**src/rtl/seq_multiplier_param_if.sv**
```systemverilog
// seq_multiplier_param_if: Start/Ready/Done handshake and operand/product bus for the shift-add multiplier.
// Signed_op exists only when MULT_SIGNED_EN is defined.
interface seq_multiplier_param_if #(
  parameter int DP_WIDTH = 5
);
  logic                    Start;
  logic [DP_WIDTH-1:0]     Multiplicand;
  logic [DP_WIDTH-1:0]     Multiplier;
  logic [2*DP_WIDTH-1:0]   Product;
  logic                    Ready;
  logic                    Done;
`ifdef MULT_SIGNED_EN
  logic                    Signed_op;
`endif

  modport master (
`ifdef MULT_SIGNED_EN
    output Signed_op,
`endif
    output Start, Multiplicand, Multiplier,
    input  Product, Ready, Done
  );

  modport slave (
`ifdef MULT_SIGNED_EN
    input  Signed_op,
`endif
    input  Start, Multiplicand, Multiplier,
    output Product, Ready, Done
  );
endinterface

```
**src/rtl/seq_multiplier_param.sv**
```systemverilog
// seq_multiplier_param: DP_WIDTH x DP_WIDTH shift-add multiplier, MULT_SIGNED_EN adds Booth radix-2 signed mode.
// Latency: Done pulses DP_WIDTH+1 edges after the accepted Start; Ready returns one edge after Done.
// Backpressure: Start is ignored while Ready is low; Product holds until the next Done.
module seq_multiplier_param #(
  parameter int DP_WIDTH = 5
) (
  input logic                   clock,
  input logic                   reset,
  seq_multiplier_param_if.slave bus
);
  localparam int PW = $clog2(DP_WIDTH + 1);

  typedef enum logic [1:0] {S_IDLE, S_CALC, S_DONE} state_t;

  state_t                state;
  logic [DP_WIDTH:0]     acc;      // {C,A} unsigned, sign-extended A in Booth mode
  logic [DP_WIDTH-1:0]   q;
  logic [DP_WIDTH-1:0]   b;
  logic [PW-1:0]         p;
  logic [2*DP_WIDTH-1:0] product;
  logic                  ready;
  logic                  done;
`ifdef MULT_SIGNED_EN
  logic                  q_1;
  logic                  signed_r;
`endif

  logic [DP_WIDTH:0]     sum;
  logic [DP_WIDTH:0]     acc_nxt;
  logic [DP_WIDTH-1:0]   q_nxt;

  always_comb begin
    sum     = acc;
    acc_nxt = acc;
`ifdef MULT_SIGNED_EN
    if (signed_r) begin
      case ({q[0], q_1})
        2'b10:   sum = acc - {b[DP_WIDTH-1], b};
        2'b01:   sum = acc + {b[DP_WIDTH-1], b};
        default: sum = acc;
      endcase
      acc_nxt = {sum[DP_WIDTH], sum[DP_WIDTH:1]};
    end else begin
      sum     = q[0] ? (acc + {1'b0, b}) : acc;
      acc_nxt = {1'b0, sum[DP_WIDTH:1]};
    end
`else
    sum     = q[0] ? (acc + {1'b0, b}) : acc;
    acc_nxt = {1'b0, sum[DP_WIDTH:1]};
`endif
    q_nxt = {sum[0], q[DP_WIDTH-1:1]};
  end

  always_ff @(posedge clock) begin
    if (reset) begin
      state   <= S_IDLE;
      acc     <= '0;
      q       <= '0;
      b       <= '0;
      p       <= '0;
      product <= '0;
      ready   <= 1'b1;
      done    <= 1'b0;
`ifdef MULT_SIGNED_EN
      q_1      <= 1'b0;
      signed_r <= 1'b0;
`endif
    end else begin
      done <= 1'b0;
      case (state)
        S_IDLE: begin
          // Ready comes back one cycle after the Done pulse, so Start is gated on it
          if (!ready) begin
            ready <= 1'b1;
          end else if (bus.Start) begin
            b     <= bus.Multiplicand;
            q     <= bus.Multiplier;
            acc   <= '0;
            p     <= PW'(DP_WIDTH);
            ready <= 1'b0;
            state <= S_CALC;
`ifdef MULT_SIGNED_EN
            q_1      <= 1'b0;
            signed_r <= bus.Signed_op;
`endif
          end
        end
        S_CALC: begin
          acc <= acc_nxt;
          q   <= q_nxt;
          p   <= p - PW'(1);
`ifdef MULT_SIGNED_EN
          q_1 <= q[0];
`endif
          if (p == PW'(1)) state <= S_DONE;
        end
        S_DONE: begin
          done    <= 1'b1;
          product <= {acc[DP_WIDTH-1:0], q};
          state   <= S_IDLE;
        end
        default: state <= S_IDLE;
      endcase
    end
  end

  assign bus.Product = product;
  assign bus.Ready   = ready;
  assign bus.Done    = done;
endmodule

```
**src/flat_wrapper.sv**
```systemverilog
// flat-port wrapper written by rule: the top's interface ports become plain ports
module seq_multiplier_param_flat 
#(
  parameter int DP_WIDTH = 5
)
  (clock, reset, bus_Start, bus_Multiplicand, bus_Multiplier, bus_Product, bus_Ready, bus_Done);
  seq_multiplier_param_if #(.DP_WIDTH(DP_WIDTH)) bus_i ();
  input logic clock;
  input logic reset;
  input wire logic [$bits(bus_i.Start)-1:0] bus_Start;
  input wire logic [$bits(bus_i.Multiplicand)-1:0] bus_Multiplicand;
  input wire logic [$bits(bus_i.Multiplier)-1:0] bus_Multiplier;
  output wire logic [$bits(bus_i.Product)-1:0] bus_Product;
  output wire logic [$bits(bus_i.Ready)-1:0] bus_Ready;
  output wire logic [$bits(bus_i.Done)-1:0] bus_Done;
  assign bus_i.Start = bus_Start;
  assign bus_i.Multiplicand = bus_Multiplicand;
  assign bus_i.Multiplier = bus_Multiplier;
  assign bus_Product = bus_i.Product;
  assign bus_Ready = bus_i.Ready;
  assign bus_Done = bus_i.Done;
  seq_multiplier_param #(.DP_WIDTH(DP_WIDTH)) u_core (.clock(clock), .reset(reset), .bus(bus_i));
endmodule
```
**config.mk**
```make
export PLATFORM = sky130hd
export DESIGN_NAME = seq_multiplier_param_flat
export DESIGN_NICKNAME = d
export VERILOG_FILES = /design/src/rtl/seq_multiplier_param_if.sv /design/src/rtl/seq_multiplier_param.sv /design/src/flat_wrapper.sv
export SDC_FILE = /design/constraint.sdc
export NUM_CORES = 1
export LEC_CHECK = 0
export BUFFER_PORTS_ARGS = -buffer_cell sky130_fd_sc_hd__buf_2
export CORE_MARGIN = 3
export CORE_UTILIZATION = 45
export CTS_BUF_LIST = sky130_fd_sc_hd__clkbuf_4 sky130_fd_sc_hd__clkbuf_8 sky130_fd_sc_hd__clkbuf_16
export DETAILED_ROUTE_END_ITERATION = 7
export GPL_TIMING_DRIVEN = 1
export PLACE_DENSITY_LB_ADDON = 0.3
export RECOVER_POWER = 25
export SKIP_CTS_REPAIR_TIMING = 1
export SYNTH_ARGS = -nofsm -noshare
export SYNTH_HDL_FRONTEND = slang
export SYNTH_SLANG_ARGS = --single-unit
export TNS_END_PERCENT = 50
```
**constraint.sdc**
```tcl
create_clock -name clock -period 1.7 [get_ports clock]
set_input_delay 0.34 -clock clock [delete_from_list [all_inputs] [get_ports clock]]
set_output_delay 0.34 -clock clock [all_outputs]
set_load 0.01 [all_outputs]
```
==> summary.txt <==
Run status
  – Status: completed

Pwr
  – Leak: 0.0007398 uW
  – Worst VDD drop: 496.6 uV
  – Logic pwr share: 14.8%
  – Power Density: 997.0 mW/mm^2
  – Pwr Total: 1763 uW
  – Int Power: 1306 uW
  – Seq pwr share: 48.1%
  – Fraction of power spent switching nets: 25.91%
  – Share of total power in the clock network: 37.1%
  – P_sw: 456.8 uW

Synth
  – Post-synth EDFFs: 0
  – Yosys cell types: 36
  – Largest cells by area after synthesis: dfxtp_1 44%, nand2_1 7.7%, a21oi_1 6.2%
  – Post-Syn Area: 0.001463 mm^2
  – YS warnings: 0
  – Post-synthesis register bit count: 32
  – Syn_area_per_cell: 8.455 um^2
  – Top_reg_cell synth: dfxtp_1
  – Cells after synthesis: 173
  – Post-synthesis sequential area ratio: 43.80%
  – Count leader, synth: dfxtp_1
  – Syn Nets: 194
  – Post-synth top cells: 32 x dfxtp_1, 30 x nand2_1, 24 x nor2_1, 18 x a21oi_1, 7 x ha_1
  – Share of the synthesized area in the top cell type: 43.80%
  – Dominant cell type by area after synthesis: dfxtp_1
  – Asr flop ratio synth: 0%

Timing
  – Max Slew Vio Count: 0
  – Worst Clk Skew: 0.01109 ns
  – Setup violations, final: 0
  – Slew HR: 72.75%
  – RSZ-0062 raised after global routing: true
  – Worst slew pin tran: 0.4088 ns
  – Final TNS setup: 0 ns
  – Max Freq: 0.5939 GHz
  – Part of the cycle the worst path needs: 99.04%
  – Tmin final: 1.684 ns
  – Worst hold margin: 0.2312 ns
  – Final hold viol count: 0

Floorplanning
  – Initial core utilization: 47.52%
  – I/O pins: 25
  – Core Area: 0.003078 mm^2
  – Chip Height: 63.01 um
  – DIE WIDTH: 63.01 um
  – Die Footprint: 0.003970 mm^2
  – # rows: 20

Placed design
  – Final Wtd Congestion: 0.7932
  – Port Buffers: 24
  – DP HPWL: 2154 um
  – Cells after DPL: 236

Global routing
  – GR Layer Usage met2: 26.22%
  – Largest net degree at the start of global routing: 24
  – Top Usage Layer GRT: met2
  – GR Layer Usage met1: 20.38%
  – First-pass GRT wire length: 5264 um
  – Vias in the first global route: 1165
  – Antenna violations before repair: 0
  – Grt met3 use: 6.475%
  – GRT overflow: 0
  – Tot GR Track Use: 16.81%

Critical path
  – Crit-path cells: ha_4 > inv_2 > fa_2 > nand2b_4 > a21oi_4 > mux2_4 > a21oi_2
  – Max stage delay cell, worst path: dfxtp_2
  – Critical R2R Capture: u_core.acc[3]$_SDFFE_PP0P_
  – Startpoint Class: register
  – CP max stage delay: 0.37 ns
  – WS Path Type: register to register
  – R2R Path Start: u_core.b[0]$_SDFFE_PP0P_
  – Critical path fanouts, max: 2
  – WP data required: 1.97 ns
  – Crit path capture type: register
  – Arrival @ worst endpoint: 1.95 ns
  – Worst r2r path cells: 7
  – Reg2Reg Setup Slack: 0.02 ns

Worst hold path
  – Hold crit path type: input port to register
  – Hold Path Depth: 3
  – Hold Path Sink: u_core.b[0]$_SDFFE_PP0P_
  – Hold path start: bus_Multiplicand[0]

Drt
  – Post-DR vias/cell: 5.045
  – DR pass1 iterations: 4
  – DRC violations left: 0
  – First DRT Iteration DRCs: 55
  – WL final: 3032 um
  – Vias: 1241
  – WL/cell: 12.33 um
  – Number of antenna-violating nets in the routed design: 0

Layout
  – # fillers: 304
  – N_diodes: 0
  – Layout cells sized above 1: 22.28%
  – Final cell count without fillers: 246
  – Area Growth Syn to Fin: 20.87%
  – Final nets: 222

Clock tree
  – Htree depth: 2
  – CTS sink cnt: 32
  – Max Buffers Root-to-Sink: 2
  – Clock Pin Slew Worst Setup and Hold Paths: 0.10 ns
  – Clk Tree Root Cell: clkbuf_4
  – CTS tree: done
  – Clock latency on the worst-skew pair: 0.34 ns
  – CTS Buf Count: 5

Flow run
  – Maxcap violations: 0
-- flip-flops by register name (all words and copies together) (netlist names) --
register / flops
u_core.bus.Done: 1
u_core.bus.Ready: 1
u_core.bus.Product: 10
u_core.p: 3
u_core.acc: 5
u_core.b: 5
u_core.q: 5
u_core.state: 2
-- cells by family (layout without fill, tap and decap cells) --
logic type                 count (synthesis)  count (layout)  synth area share (%)
buffers and inverters                     16              45                 5.132
and+or+nand+nor                           74              74                 22.84
xor gates and xnor gates                   3               3                 1.797
DFF                                       32              32                 43.80
adders and majority gates                  8               8                 7.356
muxes                                      8               8                 5.646
AOI/OAI and AO/OA                         32              32                 13.43
-- stage by stage --
stage / setup slack (ns) / utilization, % / area (um^2)
after floorplan: 0.04766 / - / 1469
after global placement: 0.02523 / 52.93 / 1629
after detailed placement: -0.05078 / 52.93 / 1629
after CTS: -0.08369 / 56.02 / 1724
after global routing: -0.05362 / 57.44 / 1768
final: 0.01627 / 57.44 / 1768
-- worst max path at each step --
stage | from | end | slack [ns]
2_1_floorplan | u_core.acc[0]$_SDFFE_PP0P_ | u_core.acc[3]$_SDFFE_PP0P_ | 0.05
5_1_grt | u_core.b[0]$_SDFFE_PP0P_ | u_core.acc[3]$_SDFFE_PP0P_ | -0.05
4_1_cts | u_core.b[0]$_SDFFE_PP0P_ | u_core.acc[3]$_SDFFE_PP0P_ | -0.08
6_report | u_core.b[0]$_SDFFE_PP0P_ | u_core.acc[3]$_SDFFE_PP0P_ | 0.02
3_5_place_dp | u_core.b[0]$_SDFFE_PP0P_ | u_core.acc[3]$_SDFFE_PP0P_ | -0.05
3_3_place_gp | u_core.b[0]$_SDFFE_PP0P_ | u_core.acc[3]$_SDFFE_PP0P_ | 0.03
-- placed cells by master (no fill, tap or decap), drive strengths merged, types with 2 or more instances in the layout --
cell     n
nor3     2
mux2     2
o21ai    2
clkbuf  16
nor3b    2
nand2b   5
a311oi   4
nand3    3
xnor2    3
a21oi   19
inv      6
nand2   30
ha       7
mux2i    6
nor2    25
buf     22
dfxtp   32
a22oi    3
-- worst max-delay path, delay by kind of cell, from the launching register on --
kind,cells,cell delay (ns)
AND/OR/NAND/NOR,1,0.16
buffers and inverters,1,0.04
adder cells (fa/ha/maj),2,0.50
multiplexers,1,0.31
AO/OA/AOI/OAI,2,0.25
flip-flops,1,0.37
-- per-layer routing --
| layer | part of all wire [%] | routed length, um | up-vias |
|---|---|---|---|
| met5 | 0 | 0 | - |
| met4 | 1.4 | 41 | 0 |
| met3 | 5.8 | 177 | 5 |
| met2 | 45 | 1367 | 32 |
| met1 | 48 | 1446 | 568 |
| li1 | - | - | 636 |
-- power by group through the flow --
stage / registers [uW] / logic [uW] / clock network (uW)
after floorplan: 846 / 208 / 0
after global placement: 860 / 247 / 0
after detailed placement: 862 / 255 / 0
after CTS: 845 / 257 / 669
after global routing: 856 / 302 / 705
final: 847 / 261 / 654
-- final cells by class --
cell class                      instances  area, um^2  share of cell area, %
Clock inverter                          1       30.03                  1.699
Timing Repair Buffer                   31       158.9                  8.988
Tap cell                               44       55.05                  3.114
Inverter                                6       22.52                  1.274
Multi-Input combinational cell        125       793.3                  44.87
Clock buffer                            7       65.06                  3.680
Sequential cell                        32       643.1                  36.38
Power figures use the tool's default switching activity.
